==> src/rtl/rv32i_fetch_pkg.sv <==
// Shared constants and types for the RV32I fetch front end.
// Imported by fetch_fifo and rv32i_fetch_queue.
package rv32i_fetch_pkg;

  localparam int XLEN_DEFAULT = 32;
  localparam int INSTR_W      = 32;
  localparam int PC_STEP      = 4;

  typedef struct packed {
    logic [INSTR_W-1:0]      instr;
    logic [XLEN_DEFAULT-1:0] pc;
  } fetch_entry_t;

endpackage

==> src/rtl/fetch_fifo.sv <==
// Synchronous FIFO with flush and occupancy count.
// Used for the instruction queue and the request-PC order FIFO.
module fetch_fifo
  import rv32i_fetch_pkg::*;
#(
  parameter int WIDTH = 32,
  parameter int DEPTH = 4,
  localparam int AW   = $clog2(DEPTH),
  localparam int CW   = AW + 1
) (
  input  logic             clk_i,
  input  logic             rst_i,
  input  logic             flush_i,
  input  logic             push_i,
  input  logic [WIDTH-1:0] wdata_i,
  input  logic             pop_i,
  output logic [WIDTH-1:0] rdata_o,
  output logic [CW-1:0]    count_o
);

  logic [WIDTH-1:0] mem_q [DEPTH];
  logic [AW-1:0]    wptr_q, wptr_d;
  logic [AW-1:0]    rptr_q, rptr_d;
  logic [CW-1:0]    cnt_q, cnt_d;
  logic             push_ok, pop_ok;

  assign push_ok = push_i && (cnt_q != CW'(DEPTH));
  assign pop_ok  = pop_i && (cnt_q != '0);
  assign rdata_o = mem_q[rptr_q];
  assign count_o = cnt_q;

  // Pointer and count next state; flush discards everything.
  always_comb begin
    wptr_d = wptr_q;
    rptr_d = rptr_q;
    cnt_d  = cnt_q;
    if (flush_i) begin
      wptr_d = '0;
      rptr_d = '0;
      cnt_d  = '0;
    end else begin
      if (push_ok) wptr_d = wptr_q + AW'(1);
      if (pop_ok)  rptr_d = rptr_q + AW'(1);
      cnt_d = cnt_q + CW'(push_ok) - CW'(pop_ok);
    end
  end

  // Pointer and count registers.
  always_ff @(posedge clk_i) begin
    if (rst_i) begin
      wptr_q <= '0;
      rptr_q <= '0;
      cnt_q  <= '0;
    end else begin
      wptr_q <= wptr_d;
      rptr_q <= rptr_d;
      cnt_q  <= cnt_d;
    end
  end

  // Storage write; contents need no reset.
  always_ff @(posedge clk_i) begin
    if (push_ok && !flush_i) mem_q[wptr_q] <= wdata_i;
  end

endmodule

==> src/rtl/rv32i_fetch_queue.sv <==
// Latency-tolerant multi-outstanding instruction fetch front end.
// Optional macro FETCH_MISALIGN_CHK_EN: flag and halt on misaligned redirect.
module rv32i_fetch_queue
  import rv32i_fetch_pkg::*;
#(
  parameter int               XLEN     = XLEN_DEFAULT,
  parameter int               DEPTH    = 4,
  parameter logic [XLEN-1:0]  RESET_PC = '0
) (
  input  logic            clk,
  input  logic            rst,
  output logic            imem_req_valid,
  output logic [XLEN-1:0] imem_req_addr,
  input  logic            imem_req_ready,
  input  logic            imem_rsp_valid,
  input  logic [31:0]     imem_rsp_data,
  input  logic            redirect_valid,
  input  logic [XLEN-1:0] redirect_pc,
  output logic            instr_valid,
  input  logic            instr_ready,
  output logic [31:0]     instr,
  output logic [XLEN-1:0] instr_pc,
  output logic            misalign_err
);

  localparam int CW = $clog2(DEPTH) + 1;
  localparam int EW = INSTR_W + XLEN;

  logic [XLEN-1:0] pc_q, pc_d;
  logic [CW-1:0]   discard_q, discard_d;
  logic [CW-1:0]   occ, inflight;
  logic [CW:0]     used;
  logic            credit, halted, req_fire;
  logic            q_push, q_pop;
  logic [XLEN-1:0] rsp_pc, tgt;
  logic [EW-1:0]   q_rdata;

`ifdef FETCH_MISALIGN_CHK_EN
  logic halt_q, halt_d;
  logic misal;

  assign misal        = redirect_valid && (redirect_pc[1:0] != 2'b00);
  assign tgt          = redirect_pc;
  assign halted       = halt_q;
  assign misalign_err = halt_q;
  assign halt_d       = halt_q | misal;

  // Sticky misalignment flag, which also halts fetch until reset.
  always_ff @(posedge clk) begin
    if (rst) halt_q <= 1'b0;
    else     halt_q <= halt_d;
  end
`else
  assign tgt          = redirect_pc & ~XLEN'(3);
  assign halted       = 1'b0;
  assign misalign_err = 1'b0;
`endif

  // Outstanding requests plus queued words may never exceed the queue.
  assign used   = {1'b0, occ} + {1'b0, inflight};
  assign credit = used < (CW+1)'(DEPTH);

  assign imem_req_valid = !rst && !redirect_valid && credit && !halted;
  assign imem_req_addr  = pc_q;
  assign req_fire       = imem_req_valid && imem_req_ready;

  assign q_push = imem_rsp_valid && !redirect_valid && (discard_q == '0);
  assign q_pop  = instr_valid && instr_ready;

  assign instr_valid = occ != '0;
  assign instr       = q_rdata[EW-1:XLEN];
  assign instr_pc    = q_rdata[XLEN-1:0];

  // PC of every accepted request, popped as its response returns.
  fetch_fifo #(.WIDTH(XLEN), .DEPTH(DEPTH)) u_order (
    .clk_i   (clk),
    .rst_i   (rst),
    .flush_i (1'b0),
    .push_i  (req_fire),
    .wdata_i (pc_q),
    .pop_i   (imem_rsp_valid),
    .rdata_o (rsp_pc),
    .count_o (inflight)
  );

  // Instruction queue; a redirect flushes it after any pop completes.
  fetch_fifo #(.WIDTH(EW), .DEPTH(DEPTH)) u_queue (
    .clk_i   (clk),
    .rst_i   (rst),
    .flush_i (redirect_valid),
    .push_i  (q_push),
    .wdata_i ({imem_rsp_data, rsp_pc}),
    .pop_i   (q_pop),
    .rdata_o (q_rdata),
    .count_o (occ)
  );

  // Next PC and count of stale responses still to be dropped.
  always_comb begin
    pc_d      = pc_q;
    discard_d = discard_q;
    if (redirect_valid) begin
      pc_d      = tgt;
      discard_d = inflight - CW'(imem_rsp_valid);
    end else begin
      if (req_fire)
        pc_d = pc_q + XLEN'(PC_STEP);
      if (imem_rsp_valid && discard_q != '0)
        discard_d = discard_q - CW'(1);
    end
  end

  // PC and discard registers.
  always_ff @(posedge clk) begin
    if (rst) begin
      pc_q      <= RESET_PC;
      discard_q <= '0;
    end else begin
      pc_q      <= pc_d;
      discard_q <= discard_d;
    end
  end

endmodule

==> config.mk <==
export PLATFORM = sky130hd
export DESIGN_NAME = rv32i_fetch_queue
export DESIGN_NICKNAME = d
export VERILOG_FILES = /design/src/rtl/rv32i_fetch_pkg.sv /design/src/rtl/fetch_fifo.sv /design/src/rtl/rv32i_fetch_queue.sv
export SDC_FILE = /design/constraint.sdc
export NUM_CORES = 1
export LEC_CHECK = 0
export ABC_AREA = 1
export BUFFER_PORTS_ARGS = -buffer_cell sky130_fd_sc_hd__buf_4
export CAP_MARGIN = 10
export CORE_ASPECT_RATIO = 1.1
export CORE_MARGIN = 2
export CORE_UTILIZATION = 40
export DETAILED_ROUTE_END_ITERATION = 16
export SLEW_MARGIN = 0
export SYNTH_ARGS = -nofsm -noshare
export SYNTH_HDL_FRONTEND = slang
export SYNTH_SLANG_ARGS = --single-unit
export TNS_END_PERCENT = 100
==> constraint.sdc <==
create_clock -name clk -period 10.4 [get_ports clk]
set_input_delay 2.08 -clock clk [delete_from_list [all_inputs] [get_ports clk]]
set_output_delay 2.08 -clock clk [all_outputs]
set_load 0.05 [all_outputs]
==> out/metrics.yaml <==
status: "finished, final reports clean"
final_max_slew_viol_count: 0
capturing_element_type_of_the_critical_path: "output pin"
critical_path_required_ns: 8.32
netlist.top_cell.by_area: "sky130_fd_sc_hd__edfxtp_1"
remaining_drc_errors: 0
wirelength_um: 38420
cellLeakagePower_nw: 7.154
place.gp.congestion: 0.8329
setup-tns-final_ns: 0
cts_max_path_buffers: 3
tritoncts_num_sinks: 419
detail-route-antenna-nets: 0
met3WireLength_um: 2183
cts_inserted_buffers: 44
core_area_um2: 41480
final_cells: 2171
share_of_cells_above_drive_strength_1_pct: 16.45
maxCapViolCount: 0
start_util_pct: 40.71
multiInputGateArea_um2: 4161
antenna_cells_inserted: 0
report.final.setup_viol: 0
synth_largest_type_area_fraction_pct: 65.44
cts_setup_buffers: 0
synth.yosys.seq_area_share_pct: 71.49
top_signal_layer_used: "met4"
slew_headroom_pct: 31.00
power_density_nw_per_um2: 201.2
synth_cells: 1426
regToRegStartpoint: "discard_q[0]$_SDFFE_PP0P_"
ys_warn_count: 0
setup_ws_ns: 5.177
total_routing_usage_gr_pct: 17.36
die_height_um: 219.5
clk_root_buffer_cell: "sky130_fd_sc_hd__clkbuf_16"
preCtsSetupSlack_ns: 5.263
chipWidth_um: 199.9
die_area_um2: 43880
layout.nets: 1668
num_io_pins: 169
total_area_of_sequential_cells_um2: 12080
achievable-frequency_ghz: 0.1915
dpl_cell_area_um2: 18630
syn-mean-instance-area_um2: 11.84
grt_pass1_wl_um: 58510
flip_flop_and_latch_count_after_synthesis: 419
timing.hold.worst_path_depth: 2
post_synth_num_cell_types: 37
postLayoutCellArea_um2: 19980
crit_fanout: 92
worst_hold_slack_ns: 0.4601
io_buffer_count: 161
vias: 11010
hpwl_um: 22170
wl_per_cell_um: 17.69
drt_pass1_iterations: 5
cts_hold_buf: 0
layout_commonest_cell: "sky130_fd_sc_hd__edfxtp_1"
finClkSkew_ns: 0.02238
overflow: 0
placedCellCount: 2091
cts_tree: "done"
core.rowCount: 78
htree_num_levels: 2
antenna_found_initial: 0
post_cts_resized: 0
reg2reg_to: "u_queue.mem_q[3][46]$_DFFE_PP_"
met1Wirelength_um: 16660
detail_route.iter0.violations: 575
worst_pin_slew_ns: 1.028
ir_worst_vdd_mv: 0.09533
layout_worst_path_cycle_share_pct: 50.22
timing_hold_violations_final: 0
timing_worst_setup_path_type: "flop to output pin"
syn_area_um2: 16890
grt_setup_unrepaired: "no"
clkSlewWorstSetupHoldPaths_ns: 0.05
critPathArrivalTime_ns: 3.14
grt_pass1_vias: 10500
layout.cells.most_common_list: "368 x sky130_fd_sc_hd__edfxtp_1, 234 x sky130_fd_sc_hd__nor2_1, 205 x sky130_fd_sc_hd__o21ai_0, 177 x sky130_fd_sc_hd__buf_4, 145 x sky130_fd_sc_hd__nand2_1"
timing.hold.worst.class: "flop to flop"
clock_latency_ns: 0.55
ff2ff_path_depth: 7
timing.hold.worst.start: "u_queue.rptr_q[1]$_SDFFE_PP0P_"
rrSetupSlack_ns: 7.72
fin_crit_ns: 5.223
area_growth_syn_to_layout_pct: 18.29
setup.worst_path.start_class: "flop"
synth_top_cells_by_area: "sky130_fd_sc_hd__edfxtp_1 65%, sky130_fd_sc_hd__o21ai_0 6.1%, sky130_fd_sc_hd__dfxtp_1 6.0%"
vias_per_std_cell: 5.071
n_fill_cell: 3716
grt_max_degree: 93
wl_met2_um: 18360
==> critical path: stages, from the launching register on <==
cell and delay [ns]:
sky130_fd_sc_hd__dfxtp_4 0.48, sky130_fd_sc_hd__clkinv_2 0.41, sky130_fd_sc_hd__buf_4 0.81, sky130_fd_sc_hd__o21ai_0 0.18
sky130_fd_sc_hd__o22ai_1 0.40, sky130_fd_sc_hd__buf_4 0.29
==> how the worst max path moves through the flow <==
stage / cells past startpoint / slack (ns) / startpoint / end
after floorplan: 4 / 4.83 / imem_rsp_valid / u_queue.mem_q[0][10]$_DFFE_PP_
after global placement: 5 / 5.28 / redirect_valid / imem_req_valid
after detailed placement: 5 / 5.26 / redirect_valid / imem_req_valid
after CTS: 5 / 5.11 / flop / instr_pc[31]
after global routing: 5 / 4.96 / flop / instr_pc[31]
final: 5 / 5.18 / flop / instr_pc[31]
==> registers in the layout (all words and copies together) (netlist names), named ones only <==
signal / cells
u_queue.mem_q: 248
u_order.mem_q: 120
imem_req_addr: 30
discard_q: 3
u_order.count_o: 3
u_queue.count_o: 3
u_order.rptr_q: 2
u_order.wptr_q: 2
u_queue.rptr_q: 2
u_queue.wptr_q: 2
==> cell type report <==
cell class / instances / share of cell area (%)
Clock buffer: 54 / 5.857
Clock inverter: 26 / 0.8832
Inverter: 96 / 1.810
Multi-Input combinational cell: 839 / 20.83
Sequential cell: 419 / 60.46
Tap cell: 560 / 3.508
Timing Repair Buffer: 177 / 6.652
==> synth_stat cells, drive strengths merged <==
cell,n
nand3,54
nor2,246
a21oi,35
xnor2,3
ha,19
a22oi,2
edfxtp,368
nand2,148
nand3b,1
and2,1
o21ai,207
buf,18
or2,2
a31oi,3
clkbuf,58
o22ai,92
inv,96
nand4,3
o211ai,6
dfxtp,51
conb,1
xor2,4
nor3,2
fa,2
o21bai,3
o31ai,1
==> stage by stage <==
step,utilization [%],power (mW)
5_1_grt,48.16,4.185
6_report,48.16,4.019
3_5_place_dp,44.91,2.594
2_1_floorplan,-,2.398
4_1_cts,48.16,4.069
3_3_place_gp,44.91,2.582
==> cells by family (layout without fill, tap and decap cells) <==
group	count (synthesis)	in the layout	share of synthesized area [%]
adders and majority gates	21	21	1.645
and+or+nand+nor	457	457	11.00
other	1	5	0.02221
buffers and inverters	172	353	4.194
xor gates and xnor gates	7	7	0.3631
DFF	419	419	71.49
AOI/OAI and AO/OA	349	349	11.28
==> layer usage <==
layer | GRT usage, % | vias up
li1 | - | 5371
met1 | 22.18 | 5287
met2 | 29.36 | 283
met3 | 3.367 | 68
met4 | 6.346 | 0
met5 | 0 | -
==> power breakdown <==
group          leakage, nW  switching (mW)  total [mW]  internal, mW
sequential            3.76          0.0434        1.99          1.95
combinational         2.72           0.407       0.561         0.154
clock                0.669           0.619        1.47         0.847
total                 7.15            1.07        4.02          2.95
(Power assumes the default switching activity.)
